File: src/rtl/rr_bus_arbiter.sv
// Round-robin arbiter for the shared 4:1 datapath bus mux: one-hot registered grant,
// registered mux select and a bounded burst length so no requester can starve the others.
module rr_bus_arbiter #(
  parameter int MAX_HOLD = 8,
  localparam int W = $clog2(MAX_HOLD + 1)
) (
  input  logic         clk,
  input  logic         rst_n,
  input  logic [3:0]   req,
  output logic [3:0]   gnt,
  output logic [1:0]   sel,
  output logic         busy,
  output logic [W-1:0] hold_cnt,
  output logic [0:0]   dbg_state,
  output logic [1:0]   dbg_ptr
);

  localparam logic [0:0]   ST_IDLE  = 1'b0;
  localparam logic [0:0]   ST_GRANT = 1'b1;
  localparam logic [W-1:0] HOLD_MAX = W'(MAX_HOLD);

  logic [0:0]   state, state_n;
  logic [1:0]   ptr, ptr_n;
  logic [3:0]   gnt_n;
  logic [1:0]   sel_n;
  logic [W-1:0] hold_n;
  logic [3:0]   others;
  logic [2:0]   win;
  logic         rel;

  // Circular search from p; returns {found, index}. Scanning downward lets the
  // smallest offset from p overwrite any later match.
  function automatic logic [2:0] pick(input logic [3:0] r, input logic [1:0] p);
    logic [1:0] idx;
    pick = 3'b000;
    for (int i = 3; i >= 0; i--) begin
      idx = p + 2'(i);
      if (r[idx]) pick = {1'b1, idx};
    end
  endfunction

  always_comb begin
    state_n = state;
    ptr_n   = ptr;
    gnt_n   = gnt;
    sel_n   = sel;
    hold_n  = hold_cnt;
    others  = req & ~gnt;
    win     = 3'b000;
    rel     = 1'b0;
    if (state == ST_IDLE) begin
      win = pick(req, ptr);
      if (win[2]) begin
        state_n = ST_GRANT;
        gnt_n   = 4'b0001 << win[1:0];
        sel_n   = win[1:0];
        hold_n  = W'(1);
      end
    end else begin
      rel = !req[sel] || ((hold_cnt == HOLD_MAX) && (|others));
      if (rel) begin
        // The releasing owner is masked out for this one re-arbitration only.
        ptr_n = sel + 2'd1;
        win   = pick(others, sel + 2'd1);
        if (win[2]) begin
          gnt_n  = 4'b0001 << win[1:0];
          sel_n  = win[1:0];
          hold_n = W'(1);
        end else begin
          state_n = ST_IDLE;
          gnt_n   = 4'b0000;
          hold_n  = '0;
        end
      end else if (hold_cnt != HOLD_MAX) begin
        hold_n = hold_cnt + W'(1);
      end
    end
  end

  always_ff @(posedge clk) begin
    if (!rst_n) begin
      state    <= ST_IDLE;
      ptr      <= 2'd0;
      gnt      <= 4'b0000;
      sel      <= 2'd0;
      hold_cnt <= '0;
    end else begin
      state    <= state_n;
      ptr      <= ptr_n;
      gnt      <= gnt_n;
      sel      <= sel_n;
      hold_cnt <= hold_n;
    end
  end

  assign busy      = (state == ST_GRANT);
  assign dbg_state = state;
  assign dbg_ptr   = ptr;

endmodule
File: config.mk
export PLATFORM = sky130hd
export DESIGN_NAME = rr_bus_arbiter
export DESIGN_NICKNAME = d
export VERILOG_FILES = /design/src/rtl/rr_bus_arbiter.sv
export SDC_FILE = /design/constraint.sdc
export NUM_CORES = 1
export LEC_CHECK = 0
export ABC_AREA = 1
export CAP_MARGIN = 20
export CORE_MARGIN = 2
export CORE_UTILIZATION = 25
export CTS_BUF_LIST = sky130_fd_sc_hd__clkbuf_2 sky130_fd_sc_hd__clkbuf_4 sky130_fd_sc_hd__clkbuf_8
export CTS_CLUSTER_DIAMETER = 40
export DETAILED_ROUTE_END_ITERATION = 7
export GPL_TIMING_DRIVEN = 0
export PLACE_DENSITY = 0.56
export SLEW_MARGIN = 10
export SYNTH_ARGS = -nofsm -noshare
export SYNTH_HDL_FRONTEND = slang
export SYNTH_SLANG_ARGS = --single-unit
export TNS_END_PERCENT = 5
File: constraint.sdc
create_clock -name clk -period 1.4 [get_ports clk]
set_input_delay 0.14 -clock clk [delete_from_list [all_inputs] [get_ports clk]]
set_output_delay 0.14 -clock clk [all_outputs]
set_load 0.01 [all_outputs]
Word-level counts from Yosys, hierarchy flattened. Index checks and enable logic that the tools add are counted.

Add/sub/neg operators: 8. Magnitude comparators: 9. Equal/unequal tests: 5. Shifts and indexed selects: 2. Muxes and demuxes: 46. Bitwise logic cells: 2. Reduce and logical (&&, ||, !) cells: 9.

Operators with widths (number): 3-bit 2-to-1 mux (11); 4-bit 2-to-1 mux (8); 2-bit by 3-bit less-than comparator with 1-bit output, second input constant (9); 1-bit binary-select mux with 2-bit select (9); 1-bit 2-to-1 mux (14); 2-bit adder, second input constant (4); 2-bit 2-to-1 mux (4); 1-bit by 2-bit left shift with 4-bit output, first input constant (2); 2-bit by 1-bit adder with 2-bit output, second input constant (3); 2-bit AND reduction (3); 4-bit by 1-bit adder with 4-bit output, second input constant (1); 4-bit AND (1); 4-bit equality test, second input constant (1); 2-bit by 1-bit inequality test with 1-bit output, second input constant (2); 4-bit inequality test, second input constant (1); 4-bit inverter (1); 4-bit OR reduction (1); 3-bit by 1-bit inequality test with 1-bit output, second input constant (1); 3-bit AND reduction (1); 2-bit nonzero test (1); 1-bit logical AND (1); 1-bit zero test (1); 1-bit logical OR (1).

Flip-flop bits (word level): 13. Word-level logic and storage cells: 86.

Logic depth before layout (Yosys ltp).
Word-level depth: 14. Gate-level depth with buffers: 14. Mapped depth without buffers: 14.

Least setup slack after synthesis. Ideal clock, no wire load.

Kind: flip-flop to flip-flop. Start point: register hold_cnt[0]. End point: register gnt[1]. Arrival time: 1.420 ns. Path slack: -0.137 ns. Cell stages (with the launch flop): 13. Cells stage by stage: dfxtp_1 inv_1 ha_1 nand2_1 nor2_1 nand2_1 nand2_2 nor2_4 inv_2 nand2_4 inv_6 o21ai_0 nor2_1.

Longest elaborated chain between the ends: 5.

RTL lines: from (decl) (line 13) `output logic [W-1:0] hold_cnt,`; from (signal assigned) (line 92) `hold_cnt <= hold_n;`; 4-bit equality test (line 60) `rel = !req[sel] || ((hold_cnt == HOLD_MAX) && (|others));`; 1-bit logical AND (line 60); 1-bit logical OR (line 60); 2-bit by 1-bit inequality test with 1-bit output (no line); 2-bit AND reduction (no line); to (signal assigned) (line 90) `gnt <= gnt_n;`; to (decl) (line 10) `output logic [3:0] gnt,`.

No other way between the ends. A chain may end at the register's enable or synchronous reset.

Worst setup path in the final report.
Start point: register sel[0]. End point: register hold_cnt[3].

Longest elaborated chain between the ends: 6. Elaborated cells between the ends (all ways): 8. Those cells by class: eq/ne: 1; mux: 4; reduce/logical: 3.

RTL lines: from (decl) (line 11) `output logic [1:0] sel,`; from (signal assigned) (line 91) `sel <= sel_n;`; 1-bit binary-select mux with 2-bit select * (line 60); 1-bit 2-to-1 mux (not written as such) * (line 60); 1-bit zero test * (line 60); 1-bit logical OR * (line 60); 3-bit by 1-bit inequality test with 1-bit output (no line) / 4-bit 2-to-1 mux (equally long branches); 2-bit AND reduction (no line) / 4-bit 2-to-1 mux (equally long branches).

Every way passes the cells marked *; elsewhere a longest branch is shown, timed or not. The select of a mux whose other input is x is not followed.

==> flow_metrics.tcl <==
set metrics [dict create \
    half_perimeter_wire_length_after_placement_mm 2.423 \
    groute.usage.overall_pct 13.69 \
    clk_transition_reported_paths_ns 0.06 \
    cp_common_cell "nand2_1" \
    drt_iter0_markers 120 \
    tritoncts "done" \
    floorplan.io_pins 20 \
    endpoint_kind "flip-flop" \
    cellPowerDensity_nw_per_um2 1888 \
    cells_taking_the_most_area_after_synthesis "dfxtp_1 (22%), nand2_1 (21%), nand3_1 (8.8%), inv_1 (7.2%), nor2_1 (6.6%)" \
    vias_per_cell 4.653 \
    synth-async-reset-ratio_pct 0 \
    cts_max_path_buffers 2 \
    ctsHoldBuffers 0 \
    worst-endpoint-required_ns 1.54 \
    ff2ff_setup_slack_ns -0.14 \
    dominantRegCellSynth "dfxtp_1" \
    seq_area_frac_synth_pct 21.83 \
    netlist_instances 205 \
    yosys_register_bits 13 \
    ir_worst_vdd_mv 0.7806 \
    syn-mean-instance-area_um2 5.817 \
    critical_path.startpoint_type "flip-flop" \
    count_of_flip_flops_with_a_built_in_enable_after_synthesis 0 \
    grt-ovfl-total 0 \
    finalCoreUtilization_pct 37.75 \
    post-route-min-period_ns 1.545 \
    cts_sinks 13 \
    initial_utilization_pct 25.58 \
    detail_route.wl_per_cell_um 11.73 \
    clock_latency_ns 0.24 \
    largest_net_degree_at_the_start_of_global_routing 11 \
    syn_to_final_growth_pct 47.53 \
    cts_htree_levels 1 \
    first_global_vias 1264 \
    yosys-top-cells-count "nand2_1 (66), inv_1 (23), nand3_1 (21), nor2_1 (21), dfxtp_1 (13)" \
    gp_congestion 0.7979 \
    grt_antenna_before_repair 0 \
    leakage_component_of_the_power_uw 0.0008495 \
    worst_path_largest_cell_delay_ns 0.36 \
    timing.fmax_ghz 0.6474 \
    remaining_number_of_nets_flagged_by_the_antenna_check_after_routing 0 \
    setup_viol_count_final 12 \
    area_enclosed_by_the_die_boundary_um2 5338 \
    fp_rows 25 \
    grt_pass1_wl_mm 5.878 \
    slew_violations 0 \
    finalSetupTns_ns -1.233 \
    max_cap_violations 0 \
    routed_wl_mm 3.483 \
    yosysMostFrequentCell "nand2_1" \
    worstPathMaxFanout 5 \
    diodes 0 \
    design.final.nets 252 \
    synthesis.nets 213 \
    synth_warnings 0 \
    timing.clock.skew_ns 0.001885 \
    cp.arrival_ns 1.69 \
    slowest_stage "dfxtp_4" \
    dr_total_vias 1382 \
    drt_drc_violations_left 0 \
    critical_path.cell_chain "buf_6 -> a21oi_2 -> o21ai_1 -> nand2_1 -> nand2_2 -> nor2_4 -> nand2_2 -> nand2_4 -> inv_4 -> nand2_1 -> nand2_1 -> inv_1 -> nor2_2" \
    dr.pass1.iters 5 \
    crit_path_class "flip-flop to flip-flop" \
    fillers 481 \
    core_um2 4661 \
    die_y_um 73.06 \
    port_buffers 19 \
    violations "negative setup slack" \
    relSlewSlack_pct 74.36 \
    unrepaired_setup_endpoints_after_global_routing "true" \
    fp.dieW_um 73.06 \
    fin_worst_setup_slack_ns -0.1445 \
    post_synth_num_cell_types 27 \
    status "finished, violations left" \
    cts-buffers-inserted 3 \
    syn_area_um2 1192 \
    worstMarginPinSlew_ns 0.3846 \
    final_layout_size_suffix_gt1_share_pct 38.27 \
    cts-root-buf "clkbuf_8" \
    netlist.area_leader.share_pct 21.83 \
    min_path_type "flip-flop to flip-flop" \
    min_period_over_period_pct 110.3 \
    post-synth-top-area-cell "dfxtp_1" \
    finalHoldViolations 0 \
]
## report_power, final
part | switching (uW) | total (uW) | internal, uW | leakage [uW]
logic | 1380 | 2320 | 943 | 0.000711
clock network | 137 | 358 | 221 | 0.0000262
registers | 134 | 645 | 511 | 0.000113
total | 1650 | 3320 | 1670 | 0.000849
## per-stage QoR
stage	total power, uW	hold slack [ns]	cells	cell area, um^2	setup slack [ns]
floorplan	1992	0.3602	205	1205	-0.04166
global placement	2508	0.5001	278	1463	-0.4732
detailed placement	2508	0.4926	278	1463	-0.4711
CTS	3195	0.5306	295	1699	-0.09443
global route	3638	0.5578	297	1759	-0.2603
finish	3321	0.5415	297	1759	-0.1445
## placed cells by master (no fill, tap or decap), drive strengths merged
| master | count |
|---|---|
| nand3 | 24 |
| dlygate4sd2 | 4 |
| clkdlybuf4s50 | 12 |
| xnor2 | 1 |
| dlymetal6s2s | 2 |
| o211ai | 1 |
| o21ai | 8 |
| a21oi | 12 |
| ha | 2 |
| nor3 | 1 |
| nor2 | 24 |
| clkbuf | 5 |
| or2 | 1 |
| buf | 19 |
| inv | 31 |
| dfxtp | 13 |
| nand2 | 77 |
| nand4 | 6 |
## layer usage
metal | vias to the layer above | track usage, % | part of all wire, %
li1 | 727 | - | -
met1 | 620 | 18.68 | 46
met2 | 30 | 22.72 | 49
met3 | 5 | 2.762 | 4.8
met4 | 0 | 1.852 | 0.49
met5 | - | 0 | 0
## cell type report
| type | count | area, um^2 | area share [%] |
|---|---|---|---|
| multi-input cells | 157 | 888.4 | 50.50 |
| repair buffers | 34 | 297.8 | 16.93 |
| flip-flops and latches | 13 | 291.5 | 16.57 |
| inverters | 31 | 131.4 | 7.468 |
| well taps | 54 | 67.56 | 3.841 |
| clock buffers | 4 | 48.80 | 2.774 |
| plain buffers | 4 | 33.78 | 1.920 |
## kinds of logic (layout without fill, tap and decap cells)
group	Yosys count	count (layout)	synth area share, %
compound gates	21	21	9.339
xor+xnor	1	1	1.364
fa+ha+maj	2	2	2.098
buf+inv	35	73	13.22
flops	13	13	21.83
simple gates	133	133	52.15
## registers in the layout, indices dropped and copies added (netlist names)
register  flops
busy          1
sel           2
dbg_ptr       2
hold_cnt      4
gnt           4
## final timing paths
path,to,startpoint,depth (start not counted)
worst max register to register,hold_cnt[3]$_SDFFE_PN0P_,sel[0]$_SDFFE_PN0P_,13
worst min-delay path,gnt[1]$_SDFFE_PN0P_,gnt[1]$_SDFFE_PN0P_,2
worst min register to register,gnt[1]$_SDFFE_PN0P_,gnt[1]$_SDFFE_PN0P_,2
worst max-delay path,hold_cnt[3]$_SDFFE_PN0P_,sel[0]$_SDFFE_PN0P_,13
## critical path: cells and delay by family (launching register included)
family,cells,cell delay [ns]
simple gates,8,0.69
compound gates,2,0.17
buf+inv,3,0.24
flops,1,0.36
## timing repair
action | in CTS | in global routing
setup buffers | 12 | 2
resized for setup | 40 | 18
gates cloned | 1 | 0
setup endpoints to repair | 16 | 17
pin swaps | 14 | 11
Note: power is estimated with default switching activity, not from simulation.
